==> src/rtl/string_fifo_arbiter.sv <==
`default_nettype none
// +--------------------------------------------------------------------------+
// | Module   : string_fifo_arbiter                                           |
// | Brief    : Two-port round-robin arbiter with lock and hold watchdog that |
// |            shares one string FIFO Avalon-MM slave between requesters.    |
// | Revision : 1.0 - initial release                                         |
// +--------------------------------------------------------------------------+
module string_fifo_arbiter #(
  parameter int DW       = 32,
  parameter int AW       = 3,
  parameter int MAX_HOLD = 16
) (
  input  logic          clk,
  input  logic          rst_n,
  // port 0
  input  logic          req0,
  input  logic          lock0,
  input  logic          rd0,
  input  logic          wr0,
  input  logic [AW-1:0] addr0,
  input  logic [DW-1:0] wdata0,
  output logic          gnt0,
  output logic          ack0,
  output logic [DW-1:0] rdata0,
  // port 1
  input  logic          req1,
  input  logic          lock1,
  input  logic          rd1,
  input  logic          wr1,
  input  logic [AW-1:0] addr1,
  input  logic [DW-1:0] wdata1,
  output logic          gnt1,
  output logic          ack1,
  output logic [DW-1:0] rdata1,
  // shared FIFO slave
  output logic          chipselect,
  output logic          read,
  output logic          write,
  output logic [AW-1:0] address,
  output logic [DW-1:0] writedata,
  input  logic [DW-1:0] readdata
);

  // Hold counter only needs to reach MAX_HOLD-1; keep at least one bit.
  localparam int              c_cw       = (MAX_HOLD > 1) ? $clog2(MAX_HOLD) : 1;
  localparam logic [c_cw-1:0] c_hold_max = c_cw'(MAX_HOLD - 1);

  // OWN0/OWN1 are one-hot bits so each grant is a plain flop output.
  typedef enum logic [1:0] {
    ST_IDLE = 2'b00,
    ST_OWN0 = 2'b01,
    ST_OWN1 = 2'b10
  } state_t;

  state_t          r_state;
  logic            r_ptr;     // port favoured when both request from IDLE
  logic [c_cw-1:0] r_hold;    // OWN cycles in the current tenure, saturating

  logic            w_own0;
  logic            w_own1;
  logic            w_acc;
  logic            w_sel_rd;
  logic            w_sel_wr;
  logic [AW-1:0]   w_sel_addr;
  logic [DW-1:0]   w_sel_wdata;
  logic            w_req_oth;
  logic            w_lock_own;
  logic            w_release;

  assign w_own0 = (r_state == ST_OWN0);
  assign w_own1 = (r_state == ST_OWN1);

  // Access happens only while the owner is actually requesting.
  assign w_acc = (w_own0 & req0) | (w_own1 & req1);

  // Select the owner's request fields; port 0 fields are the default.
  always_comb begin
    w_sel_rd    = rd0;
    w_sel_wr    = wr0;
    w_sel_addr  = addr0;
    w_sel_wdata = wdata0;
    w_req_oth   = req1;
    w_lock_own  = lock0;
    if (w_own1) begin
      w_sel_rd    = rd1;
      w_sel_wr    = wr1;
      w_sel_addr  = addr1;
      w_sel_wdata = wdata1;
      w_req_oth   = req0;
      w_lock_own  = lock1;
    end
  end

  // Release when unlocked, or when the watchdog expires with the other port waiting.
  assign w_release = ~w_lock_own | ((r_hold == c_hold_max) & w_req_oth);

  // Grants come straight from the state flops; everything else is decoded from them.
  assign gnt0       = w_own0;
  assign gnt1       = w_own1;
  assign ack0       = w_own0 & req0;
  assign ack1       = w_own1 & req1;
  assign chipselect = w_acc;
  assign write      = w_acc & w_sel_wr;
  assign read       = w_acc & w_sel_rd & ~w_sel_wr;   // write wins over read
  assign address    = w_acc ? w_sel_addr  : '0;
  assign writedata  = w_acc ? w_sel_wdata : '0;
  assign rdata0     = ack0  ? readdata    : '0;
  assign rdata1     = ack1  ? readdata    : '0;

  // Ownership FSM with round-robin pointer and hold watchdog.
  always_ff @(posedge clk or negedge rst_n) begin
    if (!rst_n) begin
      r_state <= ST_IDLE;
      r_ptr   <= 1'b0;
      r_hold  <= '0;
    end else begin
      case (r_state)
        ST_IDLE: begin
          r_hold <= '0;
          if (req0 & req1) begin
            r_state <= r_ptr ? ST_OWN1 : ST_OWN0;
          end else if (req1) begin
            r_state <= ST_OWN1;
          end else if (req0) begin
            r_state <= ST_OWN0;
          end
        end
        ST_OWN0, ST_OWN1: begin
          if (w_release) begin
            // Hand the pointer to the other port; zero-bubble handoff if it waits.
            r_ptr  <= ~w_own1;
            r_hold <= '0;
            if (w_req_oth) begin
              r_state <= w_own1 ? ST_OWN0 : ST_OWN1;
            end else begin
              r_state <= ST_IDLE;
            end
          end else if (r_hold != c_hold_max) begin
            r_hold <= r_hold + 1'b1;
          end
        end
        default: begin
          r_state <= ST_IDLE;
          r_hold  <= '0;
        end
      endcase
    end
  end

endmodule
`default_nettype wire

==> config.mk <==
export PLATFORM = sky130hd
export DESIGN_NAME = string_fifo_arbiter
export DESIGN_NICKNAME = d
export VERILOG_FILES = /design/src/rtl/string_fifo_arbiter.sv
export SDC_FILE = /design/constraint.sdc
export NUM_CORES = 1
export LEC_CHECK = 0
export BUFFER_PORTS_ARGS = -buffer_cell sky130_fd_sc_hd__buf_4
export CORE_AREA = 2 2 85 87
export CTS_CLUSTER_DIAMETER = 150
export DETAILED_ROUTE_END_ITERATION = 8
export DIE_AREA = 0 0 87 89
export HOLD_SLACK_MARGIN = 0.03
export PLACE_DENSITY = 0.71
export SLEW_MARGIN = 20
export SYNTH_ARGS = -nofsm -noshare
export SYNTH_HDL_FRONTEND = slang
export SYNTH_SLANG_ARGS = --single-unit
export TNS_END_PERCENT = 50
==> constraint.sdc <==
create_clock -name clk -period 2.5 [get_ports clk]
set_clock_uncertainty 0.1 [all_clocks]
set_input_delay 0.375 -clock clk [delete_from_list [all_inputs] [get_ports clk]]
set_output_delay 0.375 -clock clk [all_outputs]
set_load 0.01 [all_outputs]
== After elaboration in Yosys (flattened, before gate mapping) ==
Index checks and enable logic that the tools add are counted.
Storage, ports and cells
  bits in registers: 7
  bits of input ports: 112
  output and inout port bits: 106
  word-level logic and storage cells: 48
Cells by class
  add/sub/neg operators: 1
  equal/unequal tests: 7
  muxes and demuxes: 21
  bitwise logic cells: 12
  reduce and logical (&&, ||, !) cells: 4
Operator list (number)
  32-bit two-way mux: 4
  2-bit two-way mux: 7
  4-bit two-way mux: 3
  4-bit != test, second input constant: 2
  1-bit AND: 7
  3-bit two-way mux: 2
  4-bit by 1-bit adder with 4-bit output, second input constant: 1
  4-bit equality test, second input constant: 1
  1-bit two-way mux: 4
  2-bit one-hot mux with 2 select lines: 1
  2-bit AND reduction: 2
  3-bit != test, second input constant: 1
  1-bit inverter: 3
  2-bit by 1-bit equality test with 1-bit output, second input constant: 1
  2-bit equality test, second input constant: 1
  2-bit zero test: 1
  2-bit != test, second input constant: 1
  1-bit bitwise OR: 2
  2-bit OR reduction: 1

== Depth between registers and ports, before layout ==
  depth after elaboration: 6
  depth in mapped cells: 9
  depth with buffers taken out: 6

== Least setup slack after synthesis ==
Ideal clock, no wire load.
  kind: register to output
  from: reg r_state[0]
  to: out read
  arrival time: 1.568 ns
  required time: 2.025 ns
  slack: 0.457 ns
  stages on the path, launching flop included: 8
  cells stage by stage: dfrtp_1 -> inv_1 -> ha_1 -> buf_6 -> buf_4 -> buf_2 -> a32oi_1 -> nor2_1
On the way
  word-level cells in the longest chain between the ends: 5
  elaborated cells between the ends (all ways): 10
  those cells by class: 2 x eq/ne; 2 x mux; 6 x bitwise
Ends and longest elaborated chain
  start: declaration: RTL line 55  | state_t r_state;
  start signal: assignment: RTL line 121  | r_state <= r_ptr ? ST_OWN1 : ST_OWN0;
  start signal: assignment: RTL line 134  | r_state <= w_own1 ? ST_OWN0 : ST_OWN1;
  2-bit equality test (*): RTL line 71  | assign w_own1 = (r_state == ST_OWN1);
  named net gnt1: RTL line 32  | output logic gnt1,
  1-bit AND: RTL line 74  | assign w_acc = (w_own0 & req0) | (w_own1 & req1);
  1-bit bitwise OR: RTL line 74
  1-bit AND: RTL line 104  | assign read = w_acc & w_sel_rd & ~w_sel_wr;
  1-bit AND (*): RTL line 104
  end: declaration: RTL line 37  | output logic read,
Mark *: on every way through the listed nets, which the timed path passes. The rest lies on a longest branch.

== Worst setup path after layout ==
  from: reg r_state[0]
  to: out writedata[17]
On the way
  word-level cells in the longest chain between the ends: 4
  elaborated cells between the ends (all ways): 7
  those cells by class: 2 x eq/ne; 2 x mux; 3 x bitwise
Ends and longest elaborated chain
  2-bit by 1-bit equality test with 1-bit output / 2-bit equality test (equally long branches): RTL line 70, 71
  1-bit AND: RTL line 74
  1-bit bitwise OR: RTL line 74
  32-bit two-way mux (*): RTL line 106  | assign writedata = w_acc ? w_sel_wdata : '0;
  end: declaration: RTL line 40  | output logic [DW-1:0] writedata,
Every way passes the cells marked *; elsewhere a longest branch is shown, timed or not.

==> reports/metrics.csv <==
metric;value;unit
status;completed;
Buf/Inv on CP;4;
post-synthesis cell area;0.001589;mm2
synth warn;0;
final setup fails;0;
Die X;87;um
GRT Max-Usage Layer;met2;
Distinct cells, synth;31;
WL/cell;14.62;um
first-pass GRT wire length;9804;um
row count;30;
Die Ht;89;um
TritonCTS clock tree;yes;
initial antenna violation count;0;
clk root buf;clkbuf_8;
Clk Latency, worst-skew pair;0.23;ns
Slew @ Worst Pin;0.3064;ns
post-synthesis instance total;214;
Power Total;2.181;mW
# H-tree levels;1;
Slowest-stage cell, CP;dfrtp_1;
total I/O pin count;218;
post-place setup slack;0.4223;ns
Worst-path clk slew;0.04;ns
P_leak;1.983;nW
Routed WL;7268;um
core footprint;0.006719;mm2
Avg Vias per Cell;4.579;
Crit. Startpoint;r_state[0];
drt drc;0;
Crit path max-delay family;buffers and inverters;
Net count, final;536;
Critical Path Sink Type;primary output;
die area;0.007743;mm2
post-route ant nets;0;
R2R setup slack;0.52;ns
slowest stage delay, CP;0.41;ns
post-synthesis sequential area ratio;11.02;%
crit-path cells;inv_1 > ha_1 > inv_1 > nor2_2 > nor2_2 > buf_12 > nor2_1 > buf_4;
GRT Total Usage;15.44;%
vias in the first global route;1914;
fin crit period;2.308;ns
Worst Hold Slack;0.4031;ns
relative slew slack;79.58;%
WP data required;2.03;ns
power density over the cells;661.4;mW/mm2
met1 GRT Util;18.38;%
Peak supply drop;0.0006363;V
final worst setup slack;0.1918;ns
I/O Buffers;217;
Starting Density;23.65;%
Main synth FF type;dfrtp_1;
WP data arrival;1.83;ns
largest net degree at the start of global routing;39;
TritonCTS Sinks;7;
HPWL Detailed;5755;um
Final Core Density;49.09;%
Initial DRC Count;42;
critical path peak fanout;38;
fmax;433.2;MHz
Final period util;92.33;%
commonest cells in the netlist;62 x and3_1, 43 x nor2_1, 38 x mux2i_1;
Ant. Diodes;0;
Avg Inst Size Synth;7.425;um2
met3 track demand over resource;2.862;%
number of enable flip-flop cells after synthesis;0;
most frequent cell after synthesis;and3_1;
main area contributors after synthesis;and3_1 24%, mux2i_1 24%, dfrtp_1 11%;
reg2reg end;r_state[0];
clk buf depth;2;
reg2reg start;r_state[0];
global route overflow;0;
Final Hold Fails;0;
Synthesized Nets;332;
met2 usage;28.94;%
Resized cells post-CTS;0;
RSZ-0062 raised after global routing;no;
startpoint class of the critical path;flip-flop;
Max-cap violations;0;
Post-synth ARST share;100.0;%
Setup Crit Path Kind;flip-flop to primary output;
fill cell count;657;
via count;2276;
largest area contributor in the netlist;and3_1;
Final Max Slew Viols;0;
Syn-to-layout area delta;107.6;%
CTS buffer count;3;
Initial DRT Pass Iterations;4;
Final TNS setup;0;ns
R2R cell count;6;
Seq cells post-synth;7;
post-synth top area share;24.41;%
GP Congestion;0.8204;
HP Class;input pin to async pin;
share of cells above drive strength 1;56.59;%
[worst max path at each step]
stage	depth (start not counted)	end	slack [ns]
floorplan	7	read	0.46
global placement	8	writedata[17]	0.50
detailed placement	8	writedata[17]	0.42
CTS	8	writedata[17]	0.18
global route	8	writedata[17]	0.09
finish	8	writedata[17]	0.19
[state kept, by name (all words and copies together) (netlist names)]
name / count
r_hold: 4
r_ptr: 1
r_state: 2
[worst reg2reg max path, cell delays in order, from the launching register on]
cell and delay (ns):
dfrtp_1 0.41, inv_1 0.12, ha_2 0.26, mux2_4 0.34, o211ai_4 0.13, o31a_4 0.21
mux2_4 0.29
[power breakdown]
part | internal [mW] | switching, mW | leakage, nW
registers | 0.145 | 0.0295 | 0.0903
logic | 0.938 | 0.909 | 1.87
clock network | 0.110 | 0.0494 | 0.0228
[logic make-up after synthesis]
kind of cell             count (synthesis)  share of synthesized area [%]
AO/OA/AOI/OAI                            8                          4.882
XOR/XNOR                                 1                         0.5513
adder cells (fa/ha/maj)                  6                          4.724
buffers and inverters                   30                          10.16
flip-flops                               7                          11.02
multiplexers                            42                          27.95
AND/OR/NAND/NOR                        120                          40.71
[layout make-up]
| cell class | instances | area [um2] | share of cell area (%) |
|---|---|---|---|
| clock buffer | 4 | 45.04 | 1.366 |
| inverter | 7 | 26.28 | 0.7967 |
| multi-input combinational | 177 | 1257 | 38.13 |
| sequential | 7 | 175.2 | 5.311 |
| tap | 80 | 100.1 | 3.035 |
| timing repair buffer | 222 | 1694 | 51.37 |
[through the flow]
stage               instances  instance area (um2)
global route              497                 3298
CTS                       497                 3298
finish                    497                 3298
global placement          492                 3243
detailed placement        492                 3243
floorplan                 214                 1589
[routing by layer]
layer  part of all wire, %  wire length [um]  up-vias
met5                     0                 0        -
li1                      -                 -     1152
met4                  0.73                53        0
met3                   7.8               565        6
met2                    54              3905       85
met1                    38              2743     1033
[cells in the final DEF, fill, tap and decap left out]
cell and instances:
clkbuf_1 1, clkbuf_8 3, and3_1 62, ha_1 5, ha_2 1, dfrtp_1 7
inv_1 7, nand2b_1 2, o32ai_1 1, buf_4 219, a31oi_1 1, nor3b_1 1
nor2b_1 1, o21ai_0 2, nand2_1 3, mux2i_4 1, o211ai_4 1, mux2i_1 38
a32oi_1 1, and2_1 1, nand3_1 1, nand3_4 1, xnor2_1 1, mux2_4 2
dlygate4sd3_1 1, nor2_2 2, o31a_4 1, nor2_1 42, nor3_1 2, buf_12 2
a21oi_1 1, and3_2 2, mux2_2 1
[what timing repair did]
action,4_1_cts,5_1_grt
setup endpoints to repair,0,0
setup buffers,0,0
hold buffers,1,0
hold endpoints to repair,7,0
Power figures use the tool's default switching activity.
